**src/rtl/csa3_pipe_acc.sv**
```systemverilog
// ============================================================================
// csa3_pipe_acc : two-stage 3:2 carry-save adder with running accumulator
// Revision 1.0
// ============================================================================
`default_nettype none

module csa3_pipe_acc #(
  parameter int WIDTH     = 8,
  parameter int ACC_WIDTH = 16
) (
  input  logic                 clk,
  input  logic                 reset,
  input  logic                 in_valid,
  output logic                 in_ready,
  input  logic [WIDTH-1:0]     a,
  input  logic [WIDTH-1:0]     b,
  input  logic [WIDTH-1:0]     c,
  input  logic                 acc_en,
  input  logic                 acc_clr,
  output logic                 out_valid,
  input  logic                 out_ready,
  output logic [WIDTH+1:0]     z,
  output logic [ACC_WIDTH-1:0] acc,
  output logic                 acc_ovf
);

  if (WIDTH < 2) begin : g_width_check
    $error("csa3_pipe_acc: WIDTH must be >= 2");
  end
  if (ACC_WIDTH < WIDTH + 2) begin : g_acc_width_check
    $error("csa3_pipe_acc: ACC_WIDTH must be >= WIDTH+2");
  end

  logic                 live_q;
  logic                 s1_valid_q;
  logic [WIDTH-1:0]     s1_s_q;
  logic [WIDTH:0]       s1_k_q;
  logic                 s1_upd_q;
  logic                 s1_clr_q;
  logic                 s2_valid_q;
  logic [WIDTH+1:0]     z_q;
  logic [ACC_WIDTH-1:0] acc_q;
  logic                 ovf_q;

  logic                 s2_adv;
  logic                 s1_adv;
  logic                 in_fire;
  logic [WIDTH-1:0]     s_d;
  logic [WIDTH:0]       k_d;
  logic [WIDTH+1:0]     z_d;
  logic [ACC_WIDTH:0]   z_ext;
  logic [ACC_WIDTH:0]   acc_sum;
  logic [ACC_WIDTH-1:0] acc_d;
  logic                 ovf_d;

  // A slot may load when it is empty or its occupant leaves in the same cycle.
  assign s2_adv   = !s2_valid_q || out_ready;
  assign s1_adv   = !s1_valid_q || s2_adv;
  assign in_ready = live_q && s1_adv;
  assign in_fire  = in_valid && in_ready;

  assign s_d = a ^ b ^ c;
  assign k_d = {(a & b) | (a & c) | (b & c), 1'b0};

  assign z_d     = {2'b00, s1_s_q} + {1'b0, s1_k_q};
  assign z_ext   = {{(ACC_WIDTH - WIDTH - 1){1'b0}}, z_d};
  assign acc_sum = {1'b0, acc_q} + z_ext;

  // Clear has priority over enable; the carry out of the add marks a wrap.
  always_comb begin
    acc_d = acc_q;
    ovf_d = ovf_q;
    if (s1_clr_q) begin
      acc_d = z_ext[ACC_WIDTH-1:0];
      ovf_d = 1'b0;
    end else if (s1_upd_q) begin
      acc_d = acc_sum[ACC_WIDTH-1:0];
      ovf_d = ovf_q | acc_sum[ACC_WIDTH];
    end
  end

  always_ff @(posedge clk or negedge reset) begin
    if (!reset) begin
      live_q     <= 1'b0;
      s1_valid_q <= 1'b0;
      s1_s_q     <= '0;
      s1_k_q     <= '0;
      s1_upd_q   <= 1'b0;
      s1_clr_q   <= 1'b0;
      s2_valid_q <= 1'b0;
      z_q        <= '0;
      acc_q      <= '0;
      ovf_q      <= 1'b0;
    end else begin
      live_q <= 1'b1;
      if (s1_adv) begin
        s1_valid_q <= in_fire;
        if (in_fire) begin
          s1_s_q   <= s_d;
          s1_k_q   <= k_d;
          s1_upd_q <= acc_en | acc_clr;
          s1_clr_q <= acc_clr;
        end
      end
      // Accumulator moves only when a beat enters stage 2, so stalls never recount.
      if (s2_adv) begin
        s2_valid_q <= s1_valid_q;
        if (s1_valid_q) begin
          z_q   <= z_d;
          acc_q <= acc_d;
          ovf_q <= ovf_d;
        end
      end
    end
  end

  assign out_valid = s2_valid_q;
  assign z         = z_q;
  assign acc       = acc_q;
  assign acc_ovf   = ovf_q;

endmodule

`default_nettype wire

```
**config.mk**
```make
export PLATFORM = sky130hd
export DESIGN_NAME = csa3_pipe_acc
export DESIGN_NICKNAME = d
export VERILOG_FILES = /design/src/rtl/csa3_pipe_acc.sv
export SDC_FILE = /design/constraint.sdc
export NUM_CORES = 1
export LEC_CHECK = 0
export ABC_AREA = 1
export CORE_ASPECT_RATIO = 1.4
export CORE_UTILIZATION = 30
export CTS_CLUSTER_DIAMETER = 200
export CTS_CLUSTER_SIZE = 25
export DETAILED_ROUTE_END_ITERATION = 10
export PLACE_DENSITY = 0.62
export SYNTH_ARGS = -nofsm -noshare
export SYNTH_HDL_FRONTEND = slang
export SYNTH_SLANG_ARGS = --single-unit
```
**constraint.sdc**
```tcl
create_clock -name clk -period 3.6 [get_ports clk]
set_input_delay 0.72 -clock clk [delete_from_list [all_inputs] [get_ports clk]]
set_output_delay 0.72 -clock clk [all_outputs]
set_load 0.01 [all_outputs]
```
==> run metrics <==
Reg clk slew, reported paths roughly 0.06 ns; gr ovfl total 0; DP Area between 0.003 and 0.004 mm^2; layout cell share with drive strength beyond 1 between 10% and 20%; worst reg2reg path endpoint acc[15]; syn_area_per_cell 8.424 um^2; CP arrival 2.03 ns; post-route minimum period 2.745 ns; Slew Viols, Final 0; Reg2Reg Depth 18; Comb power frac 58.8%; CTS Sinks 48; Crit. path cell count 6; clock buffer count from CTS 5; top cells by area, synth dfrtp_1 38%, nand2_1 13%, ha_1 6.8%; Netlist cell types 40; gpl congestion between 0.8 and 0.9; CTS tree yes; First-pass DRT Iterations 4; Final setup viols 0; internal power roughly 1.8 mW; io pins 59; final hold violation count 0; initial antenna violation count 0; Cells after Synth between 300 and 400; CP Launch Type input port; post_cts resized 0; Root Driver clkbuf_16; clock share of power 14.8%; post-synth top area share approximately two fifths; PD cells 811.3 mW/mm^2; Worst Setup SP out_ready; Area Overhead vs Synth 26.57%; max incr delay on CP roughly 0.53 ns; FF+latch count, synth 48; Tcrit/Tclk final 76.25%; status completed; post-route cell area about 0.0040 mm^2; fmax around 360 MHz; Crit path buffers/inverters 3; worst setup path class input port to primary output; capture point of the worst path in_ready; setup_tns 0 ns; Cells after DPL 560; Crit Path Max Fanout 2; Die Span X between 80 and 90 um; fill count 1,033; Worst Path Required between 2 and 3 ns; Detailed Route Iter0 Violations 84; Slew headroom a little over half; synth warn 0; Die Span Y around 120 um; row cnt between 40 and 50; total track usage roughly 15%; switching power about 1.4 mW; first-pass GRT wire length around 12,000 um; syn_nets roughly 430; RSZ-0062 raised after global routing no; H-tree depth 2; min-delay worst type input port to async pin; post-synth top area cell dfrtp_1; cell family with most CP delay buffers and inverters; vias in the first global route between 2,000 and 3,000; multi-input logic area roughly 0.0017 mm^2; critical path's slowest cell clkdlybuf4s50_1; Net Sw Frac approximately 44%; DP Wirelength slightly below 6000 um; Register Area approximately 0.0012 mm^2; Peak supply drop ~0.33 mV; worst-margin pin slew 0.6928 ns; DRC 0; Routed Antenna Nets 0; Initial Util approximately 31%; vias between 2,000 and 3,000; Post-CTS Setup Repair Bufs 0; leakage just under 2 nW; die area 0.01092 mm^2; core region area around 0.01 mm^2; clk_skew 0.002751 ns; clock tree buffer depth 2; Layout Cells excl Fill roughly 570; number of inserted diodes 0; register area share after synthesis 38.13%; clk_lat worst skew ~0.28 ns; WL final between 7000 and 8000 um; maxcap violations 0; Cell Area, Synth 0.003151 mm^2; largest net degree at the start of global routing 29; CTS Hold Bufs 0; Routed WL per cell roughly 13 um; Nets 489; sequential power share between 20% and 30%; Vias per Instance ~4.6; Critical Path, Cell by Cell clkdlybuf4s50_1 -> nor2_4 -> nand2_2 -> nand2_2 -> inv_2 -> clkdlybuf4s50_1; worst reg2reg setup slack just under 0.9 ns; Port Buffers 58; reg2reg start s1_s_q[1]; critical path capture point type primary output
## layout make-up
cell class	count	share of cell area (%)
timing repair buffer	59	14.62
multi-input combinational	278	43.49
clock buffer	7	3.577
inverter	40	3.765
tap	135	4.236
clock inverter	1	0.1883
sequential	48	30.12
## cell usage after synthesis
library cell and instances:
nand2_1 112, dfrtp_1 48, inv_1 34, nor2_1 33, nand3_1 27, ha_1 17
a21oi_1 14, mux2_4 11, fa_1 10, nand2_2 7, inv_2 6, o21ai_0 6
nand4_1 4, o21ai_1 4, a31oi_1 3, buf_2 3, mux2_2 3, xor2_1 3
buf_4 2, nand3_2 2, nand3b_1 2, nor2_4 2, o21bai_1 2, o31ai_1 2
xnor2_1 2, a21boi_0 1, a21boi_1 1, a21oi_2 1, a22oi_1 1, and2_1 1
buf_12 1, buf_6 1, clkbuf_1 1, conb_1 1, nand2_4 1, nor3_1 1
o211ai_1 1, o21ai_4 1, or2_0 1, xor2_2 1
## cells in the final DEF, fill, tap and decap left out, types with 3 or more instances in the layout
master / Yosys / layout
clkdlybuf4s50_1: 0 / 57
o21ai_0: 6 / 6
inv_1: 34 / 34
o21ai_1: 4 / 4
fa_1: 10 / 10
mux2_4: 11 / 11
a21oi_1: 14 / 14
ha_1: 17 / 17
nand3_1: 27 / 27
nand2_1: 112 / 112
inv_2: 6 / 6
a31oi_1: 3 / 3
dfrtp_1: 48 / 48
nand2_2: 7 / 7
xor2_1: 3 / 3
mux2_2: 3 / 3
nand4_1: 4 / 4
clkbuf_16: 0 / 5
nor2_1: 33 / 33
## stage by stage
stage	utilization (%)	worst slack [ns]	hold WS [ns]	total power, mW
3_3_place_gp	38.14	0.8514	0.4779	2.745
2_1_floorplan	-	1.127	0.4244	2.146
3_5_place_dp	38.14	0.8532	0.4767	2.772
5_1_grt	39.63	0.6084	0.5168	3.547
4_1_cts	39.63	0.8400	0.4936	3.263
6_report	39.63	0.8549	0.4753	3.235
## power groups by stage
stage / clock network [mW] / registers [mW] / logic (mW)
finish: 0.478 / 0.855 / 1.90
floorplan: 0 / 0.871 / 1.28
global route: 0.513 / 0.876 / 2.16
CTS: 0.491 / 0.858 / 1.91
detailed placement: 0 / 0.867 / 1.91
global placement: 0 / 0.861 / 1.88
## kinds of logic (layout without fill, tap and decap cells)
kind of cell	count (synthesis)	in the layout	share of synthesized area, %
buffers and inverters	48	107	6.830
flip-flops	48	48	38.13
other	1	1	0.1190
XOR/XNOR	6	6	1.907
AND/OR/NAND/NOR	193	193	26.49
adder cells (fa/ha/maj)	27	27	13.11
AO/OA/AOI/OAI	37	37	7.109
multiplexers	14	14	6.315
## routing by layer
metal	track usage (%)	part of all wire (%)
met5	0	0
met4	5.343	2.4
met3	1.802	2.2
met2	27.60	52
met1	17.03	43
## registers in the layout (all words and copies together), names as in the netlist
register and count:
acc 16, acc_ovf 1, live_q 1, out_valid 1
s1_clr_q 1, s1_k_q 8, s1_s_q 8, s1_upd_q 1
s1_valid_q 1, z 10
## how the worst min path moves through the flow
stage,slack [ns],depth (start not counted),start,to
finish,0.48,1,reset,acc[9]
global route,0.52,2,z[0],z[0]
CTS,0.49,2,z[0],z[0]
detailed placement,0.48,2,z[0],z[0]
global placement,0.48,2,z[0],z[0]
floorplan,0.42,0,reset,acc[0]
(Power assumes the default switching activity.)
